## src/rtl/bcd_seven_seg_scan_driver.sv

```systemverilog
`default_nettype none
// ============================================================================
// Module      : bcd_seven_seg_scan_driver
// Description : Multiplexed BCD to 7-segment driver, one digit per scan
//               period. Double-buffered display with frame-aligned updates.
// Revision    : 1.0 - initial release
// ============================================================================
module bcd_seven_seg_scan_driver #(
    parameter int DIGITS   = 4,
    parameter int SCAN_DIV = 1000
) (
    input  logic                  clk,
    input  logic                  rst,
    input  logic                  bi_n,
    input  logic                  lt_n,
    input  logic                  rbi_n,
    input  logic                  load,
    input  logic [4*DIGITS-1:0]   bcd_in,
    input  logic [DIGITS-1:0]     dp_in,
    output logic [6:0]            seg,
    output logic                  dp,
    output logic [DIGITS-1:0]     dig_en,
    output logic                  frame_done,
    output logic                  upd_ack,
    output logic                  err
);

    localparam int CNT_W = (SCAN_DIV > 1) ? $clog2(SCAN_DIV) : 1;
    localparam int IDX_W = (DIGITS > 1) ? $clog2(DIGITS) : 1;

    localparam logic [CNT_W-1:0] c_cnt_last = CNT_W'(SCAN_DIV - 1);
    localparam logic [IDX_W-1:0] c_idx_last = IDX_W'(DIGITS - 1);
    localparam logic [6:0]       c_seg_off  = 7'h00;
    localparam logic [6:0]       c_seg_all  = 7'h7F;
    localparam logic [6:0]       c_seg_dash = 7'h40;

    logic [CNT_W-1:0]    r_cnt;
    logic [IDX_W-1:0]    r_idx;
    logic [4*DIGITS-1:0] r_disp_bcd;
    logic [DIGITS-1:0]   r_disp_dp;
    logic [4*DIGITS-1:0] r_pend_bcd;
    logic [DIGITS-1:0]   r_pend_dp;
    logic                r_pend_valid;

    logic                w_tc;
    logic                w_wrap;
    logic                w_xfer;
    logic [3:0]          w_cur_bcd;
    logic                w_cur_dp;
    logic                w_cur_lz;
    logic [DIGITS-1:0]   w_lz;
    logic [6:0]          w_seg_nxt;
    logic                w_dp_nxt;
    logic [DIGITS-1:0]   w_en_nxt;
    logic                w_err_nxt;

    function automatic logic [6:0] f_decode(input logic [3:0] v);
        logic [6:0] s;
        case (v)
            4'd0:    s = 7'h3F;
            4'd1:    s = 7'h06;
            4'd2:    s = 7'h5B;
            4'd3:    s = 7'h4F;
            4'd4:    s = 7'h66;
            4'd5:    s = 7'h6D;
            4'd6:    s = 7'h7D;
            4'd7:    s = 7'h07;
            4'd8:    s = 7'h7F;
            4'd9:    s = 7'h6F;
            default: s = c_seg_dash;
        endcase
        return s;
    endfunction

    assign w_tc   = (r_cnt == c_cnt_last);
    assign w_wrap = w_tc && (r_idx == c_idx_last);
    assign w_xfer = w_wrap && r_pend_valid;

    always_ff @(posedge clk or posedge rst) begin
        if (rst) begin
            r_cnt <= '0;
            r_idx <= '0;
        end else if (w_tc) begin
            r_cnt <= '0;
            r_idx <= (r_idx == c_idx_last) ? '0 : r_idx + IDX_W'(1);
        end else begin
            r_cnt <= r_cnt + CNT_W'(1);
        end
    end

    // A load in the transfer cycle still wins pend; the transfer takes the old copy.
    always_ff @(posedge clk or posedge rst) begin
        if (rst) begin
            r_disp_bcd   <= '0;
            r_disp_dp    <= '0;
            r_pend_bcd   <= '0;
            r_pend_dp    <= '0;
            r_pend_valid <= 1'b0;
        end else begin
            if (w_xfer) begin
                r_disp_bcd <= r_pend_bcd;
                r_disp_dp  <= r_pend_dp;
            end
            if (load) begin
                r_pend_bcd   <= bcd_in;
                r_pend_dp    <= dp_in;
                r_pend_valid <= 1'b1;
            end else if (w_xfer) begin
                r_pend_valid <= 1'b0;
            end
        end
    end

    // w_lz[i]: digit i and all more-significant digits are zero; digit 0 exempt.
    always_comb begin
        logic v_run;
        w_lz  = '0;
        v_run = 1'b1;
        for (int i = DIGITS - 1; i > 0; i--) begin
            v_run   = v_run & (r_disp_bcd[4*i +: 4] == 4'd0);
            w_lz[i] = v_run;
        end
    end

    always_comb begin
        w_cur_bcd = 4'd0;
        w_cur_dp  = 1'b0;
        w_cur_lz  = 1'b0;
        for (int i = 0; i < DIGITS; i++) begin
            if (r_idx == IDX_W'(i)) begin
                w_cur_bcd = r_disp_bcd[4*i +: 4];
                w_cur_dp  = r_disp_dp[i];
                w_cur_lz  = w_lz[i];
            end
        end
    end

    always_comb begin
        w_seg_nxt = c_seg_off;
        w_dp_nxt  = 1'b0;
        w_en_nxt  = '0;
        w_err_nxt = 1'b0;
        if (bi_n) begin
            w_en_nxt  = DIGITS'(1) << r_idx;
            w_err_nxt = (w_cur_bcd > 4'd9);
            if (!lt_n) begin
                w_seg_nxt = c_seg_all;
                w_dp_nxt  = 1'b1;
            end else begin
                w_seg_nxt = (!rbi_n && w_cur_lz) ? c_seg_off : f_decode(w_cur_bcd);
                w_dp_nxt  = w_cur_dp;
            end
        end
    end

    always_ff @(posedge clk or posedge rst) begin
        if (rst) begin
            seg        <= c_seg_off;
            dp         <= 1'b0;
            dig_en     <= '0;
            err        <= 1'b0;
            frame_done <= 1'b0;
            upd_ack    <= 1'b0;
        end else begin
            seg        <= w_seg_nxt;
            dp         <= w_dp_nxt;
            dig_en     <= w_en_nxt;
            err        <= w_err_nxt;
            frame_done <= w_wrap;
            upd_ack    <= w_xfer;
        end
    end

endmodule
`default_nettype wire

```

## config.mk

```make
export PLATFORM = sky130hd
export DESIGN_NAME = bcd_seven_seg_scan_driver
export DESIGN_NICKNAME = d
export VERILOG_FILES = /design/src/rtl/bcd_seven_seg_scan_driver.sv
export SDC_FILE = /design/constraint.sdc
export NUM_CORES = 1
export LEC_CHECK = 0
export CAP_MARGIN = 20
export CORE_MARGIN = 10
export CORE_UTILIZATION = 30
export DETAILED_ROUTE_END_ITERATION = 16
export GPL_ROUTABILITY_DRIVEN = 0
export HOLD_SLACK_MARGIN = 0.05
export PLACE_DENSITY = 0.48
export SLEW_MARGIN = 20
export SYNTH_ARGS = -nofsm -noshare
export SYNTH_HDL_FRONTEND = slang
export SYNTH_SLANG_ARGS = --single-unit
```

## constraint.sdc

```tcl
create_clock -name clk -period 4.4 [get_ports clk]
set_input_delay 0.88 -clock clk [delete_from_list [all_inputs] [get_ports clk]]
set_output_delay 0.88 -clock clk [all_outputs]
set_load 0.02 [all_outputs]
```

==> metrics list <==
* Final Routed Wirelength: approximately 6400 um
* Slew headroom: about a third
* Static leakage: between 1.5 and 2 nW
- At the worst endpoint, the arrival time is approximately 2700 ps.
- The number of nets in the synthesized netlist is 276.
* Count leader, synth: sky130_fd_sc_hd__dfrtp_1
- Critical Path Slowest Stage Cell: sky130_fd_sc_hd__a211oi_1
- Post-synthesis compound-gate area fraction: roughly a tenth
* Post-DR vias/cell: between 4 and 5
- In this run the post-CTS setup repair buffer count came out at 0.
- Clock latency of the later-clocked register in the worst-skew pair: roughly 340 ps
- Maximum number of pins on one net before global-route repair: 29
- Layout overhead on the synthesized area: 23.9%
- After detailed routing, the number of remaining DRC violations is 0.
- The repair_antennas step left the layout with diodes totalling 0.
- The critical path is of the reg -> reg type.
- Total die area: approximately 15000 um^2
- Post-route setup TNS: 0 ps
- Largest cells by area after synthesis: sky130_fd_sc_hd__dfrtp_1, sky130_fd_sc_hd__mux2_4, sky130_fd_sc_hd__mux2_2
- In this run the remaining antenna-violating nets after routing total 0.
- Final count of hold timing violations: 0
* Post-synthesis share of cell area spent on full adders, half adders and majority gates: 3.60%
- Worst IR drop on VDD: approximately 0.15 mV
- The root buffer cell chosen for the clock tree is sky130_fd_sc_hd__clkbuf_8.
- Total power per unit cell area: about 340 nW/um^2
- The H-tree was split into 3 levels.
- Global routing consumed, on the met1 layer, 12.4% of the routing resources.
* CTS clk-pin slew, worst paths: about 80 ps
- For met2 alone, demand over resource in global routing was 13.1%.
* Worst min-delay path startpoint: r_pend_valid
* Post-synth EDFFs: 0
* Sinks on the clock net: slightly below 70
- Maximum achievable frequency: between 300 and 400 MHz
- Clock period minus worst slack: between 2000 and 3000 ps
* Total routing resource utilization after global routing: 9.12%
- The worst register-to-register path begins at r_idx[1].
- Sequence of cells on the critical path: inv_1, ha_1, a211oi_1, a211oi_1, inv_1, ha_1, a311oi_1, a211o_1, a21boi_1
- Number of nets in the layout: 320
- The cell count after synthesis came out at 241.
* Crit path from: r_idx[1]
* Crit end category: flop
* Dominant combinational cell family by area after synthesis: multiplexers
- Initial Utilization: approximately 31%
- Number of maximum-capacitance constraint violations: 0
- After the first detailed-routing iteration, the DRC count stood at between 50 and 60.
- 1st-pass router iterations: 4
* Total number of vias: approximately 1900
- Final cycle utilization of the critical path: a little under three fifths
- Of all flip-flops after synthesis, the portion carrying an async set or reset was 100%.
- Prevailing post-synth register cell: sky130_fd_sc_hd__dfrtp_1
- HP Class: reg -> reg
- Summed over its instances, the top area cell type makes up a little over half of the synthesized netlist area.
- Global-route wire length before repair: approximately 11000 um
- Fraction of layout instances using a drive strength above 1: 23.1%
* Commonest cells in the netlist: sky130_fd_sc_hd__dfrtp_1, sky130_fd_sc_hd__mux2_2, sky130_fd_sc_hd__mux2_4, sky130_fd_sc_hd__nor2_1, sky130_fd_sc_hd__inv_1
- Unrepaired setup endpoints after global routing: false
- Met3 Use GR: around 2.9%
* CTS Buf Count: 9
- Pins over their slew limit: 0
* Initial antenna violation count: 0
* Resize count post-CTS: 0
- The portion of synthesized area spent on multiplexers is between 15 and 20%.
- The finished cells cover 3880 um^2.
- XOR/XNOR share of the synthesized area: 1.96%
- Share of synthesized cell area in and, or, nand and nor gates: around a tenth
* DP HPWL: 4690 um
- STA puts the critical path data required time at roughly 4600 ps.
- Vias in the first global route: around 2000
- STA classifies the critical path startpoint as a flop.
- In this run the core area contains 37 standard-cell rows.
- Setup violations remaining at the end of the flow were counted as 0.
* CTS max path bufs: 2
- Outcome: completed
- Quantity of I/O buffers inserted on ports: 40
- Cell variety after synth: 40
- CTS tree: built
- Overflow left after global routing: 0
* Synth warn: 0
- For this design, the CTS-stage hold fixing added 0 buffers.
* Post-Syn Area: between 3000 and 4000 um^2
- just over 40 I/O pins were placed.
- For this run, the slowest stage of the critical path takes between 500 and 600 ps.
- Along the worst path, the maximum fanout reaches 12.
- After detailed routing, the average wire length per cell comes to roughly 15 um.
- Largest clock skew in the final design: 10.2 ps
- Post-Synthesis Mean Instance Area: around 13 um^2
- The die is 122 um wide.
* Die height: 122 um
- Synthesis inferred 68 register bits.
- Post-synthesis sequential area ratio: between 50% and 60%
- Pin slew with the least headroom to its limit: between 900 and 1000 ps
* Cell area reported after detailed placement: about 3700 um^2
* Peak-usage layer in the global routing report: met2
- The total area inside the core boundary comes to just over 10000 um^2.
- sky130_fd_sc_hd__dfrtp_1 takes more of the synthesized area than any other cell.
## metrics by stage
step                utilization (%)  hold WS [ps]  total power, mW  setup slack (ps)  instances
global route                   37.9           510             1.38              1570        426
floorplan                         -           451            0.710              1810        241
global placement               35.5           462            0.754              1820        409
detailed placement             35.7           467            0.758              1810        410
CTS                            37.9           482             1.34              1850        426
finish                         37.9           485             1.32              1890        426
## cell families (layout without fill, tap and decap cells)
family	Yosys count	in the layout
AOI/OAI and AO/OA	41	41
xor gates and xnor gates	7	7
adders and majority gates	9	9
buffers and inverters	20	69
DFF	68	68
muxes	40	40
and+or+nand+nor	56	56
## layout make-up
cell class                 count  area (um^2)
inverter                      10         37.5
clock buffer                  10          138
multi-input combinational    153         1310
tap                          136          170
timing repair buffer          43          435
fill                         985         6350
sequential                    68         1700
clock inverter                 6         86.3
## report_power, final
part           switching, mW  leakage, nW  internal, mW
logic                 0.0355        0.686        0.0491
clock network          0.240        0.113         0.335
registers             0.0108        0.867         0.647
## flip-flops by register name, summed over array words and instances, names as in the netlist, 2 cells and up
name and count:
r_disp_dp 4, r_pend_bcd 16, seg 7, r_cnt 10, dig_en 4, r_disp_bcd 16
r_idx 2, r_pend_dp 4
## path summary, 6_finish.rpt
check / slack [ps] / endpoint / cells past startpoint
hold reg to reg: 480 / r_pend_valid / 1
setup / recovery: 1890 / seg[4] / 9
hold / removal: 480 / r_pend_valid / 1
min in group asynchronous: 900 / frame_done / 2
max in group asynchronous: 2870 / dp / 3
setup reg to reg: 1890 / seg[4] / 9
## placed cells by master, fill, tap and decap left out, types with 3 or more instances in the layout
master,netlist,final
sky130_fd_sc_hd__clkbuf_8,0,10
sky130_fd_sc_hd__and2_1,5,5
sky130_fd_sc_hd__ha_1,9,9
sky130_fd_sc_hd__dfrtp_1,68,68
sky130_fd_sc_hd__o21a_1,5,5
sky130_fd_sc_hd__nor2b_1,3,3
sky130_fd_sc_hd__mux2_2,21,21
sky130_fd_sc_hd__nor2_1,15,15
sky130_fd_sc_hd__o21ai_0,9,9
sky130_fd_sc_hd__xnor2_1,3,3
sky130_fd_sc_hd__clkdlybuf4s50_1,0,40
sky130_fd_sc_hd__xor2_1,4,4
sky130_fd_sc_hd__a211oi_1,5,5
sky130_fd_sc_hd__a21oi_1,6,6
sky130_fd_sc_hd__inv_1,10,9
sky130_fd_sc_hd__nand2_1,9,9
sky130_fd_sc_hd__mux2_4,19,19
sky130_fd_sc_hd__nand3_1,7,7
sky130_fd_sc_hd__nand3b_1,5,5
## metal layers
layer | vias up | part of all wire (%) | routed length [um]
met5 | - | 0 | 0
met4 | 0 | 1.3 | 84
met3 | 6 | 4.0 | 252
met2 | 34 | 43 | 2740
met1 | 934 | 52 | 3280
li1 | 942 | - | -
## critical path, delay by kind of cell (launching register included)
| kind | cells | cell delay (ps) |
|---|---|---|
| AOI/OAI and AO/OA | 5 | 1110 |
| adders and majority gates | 2 | 670 |
| buffers and inverters | 2 | 240 |
| DFF | 1 | 400 |
No activity file was read; power rests on OpenSTA's default activity.
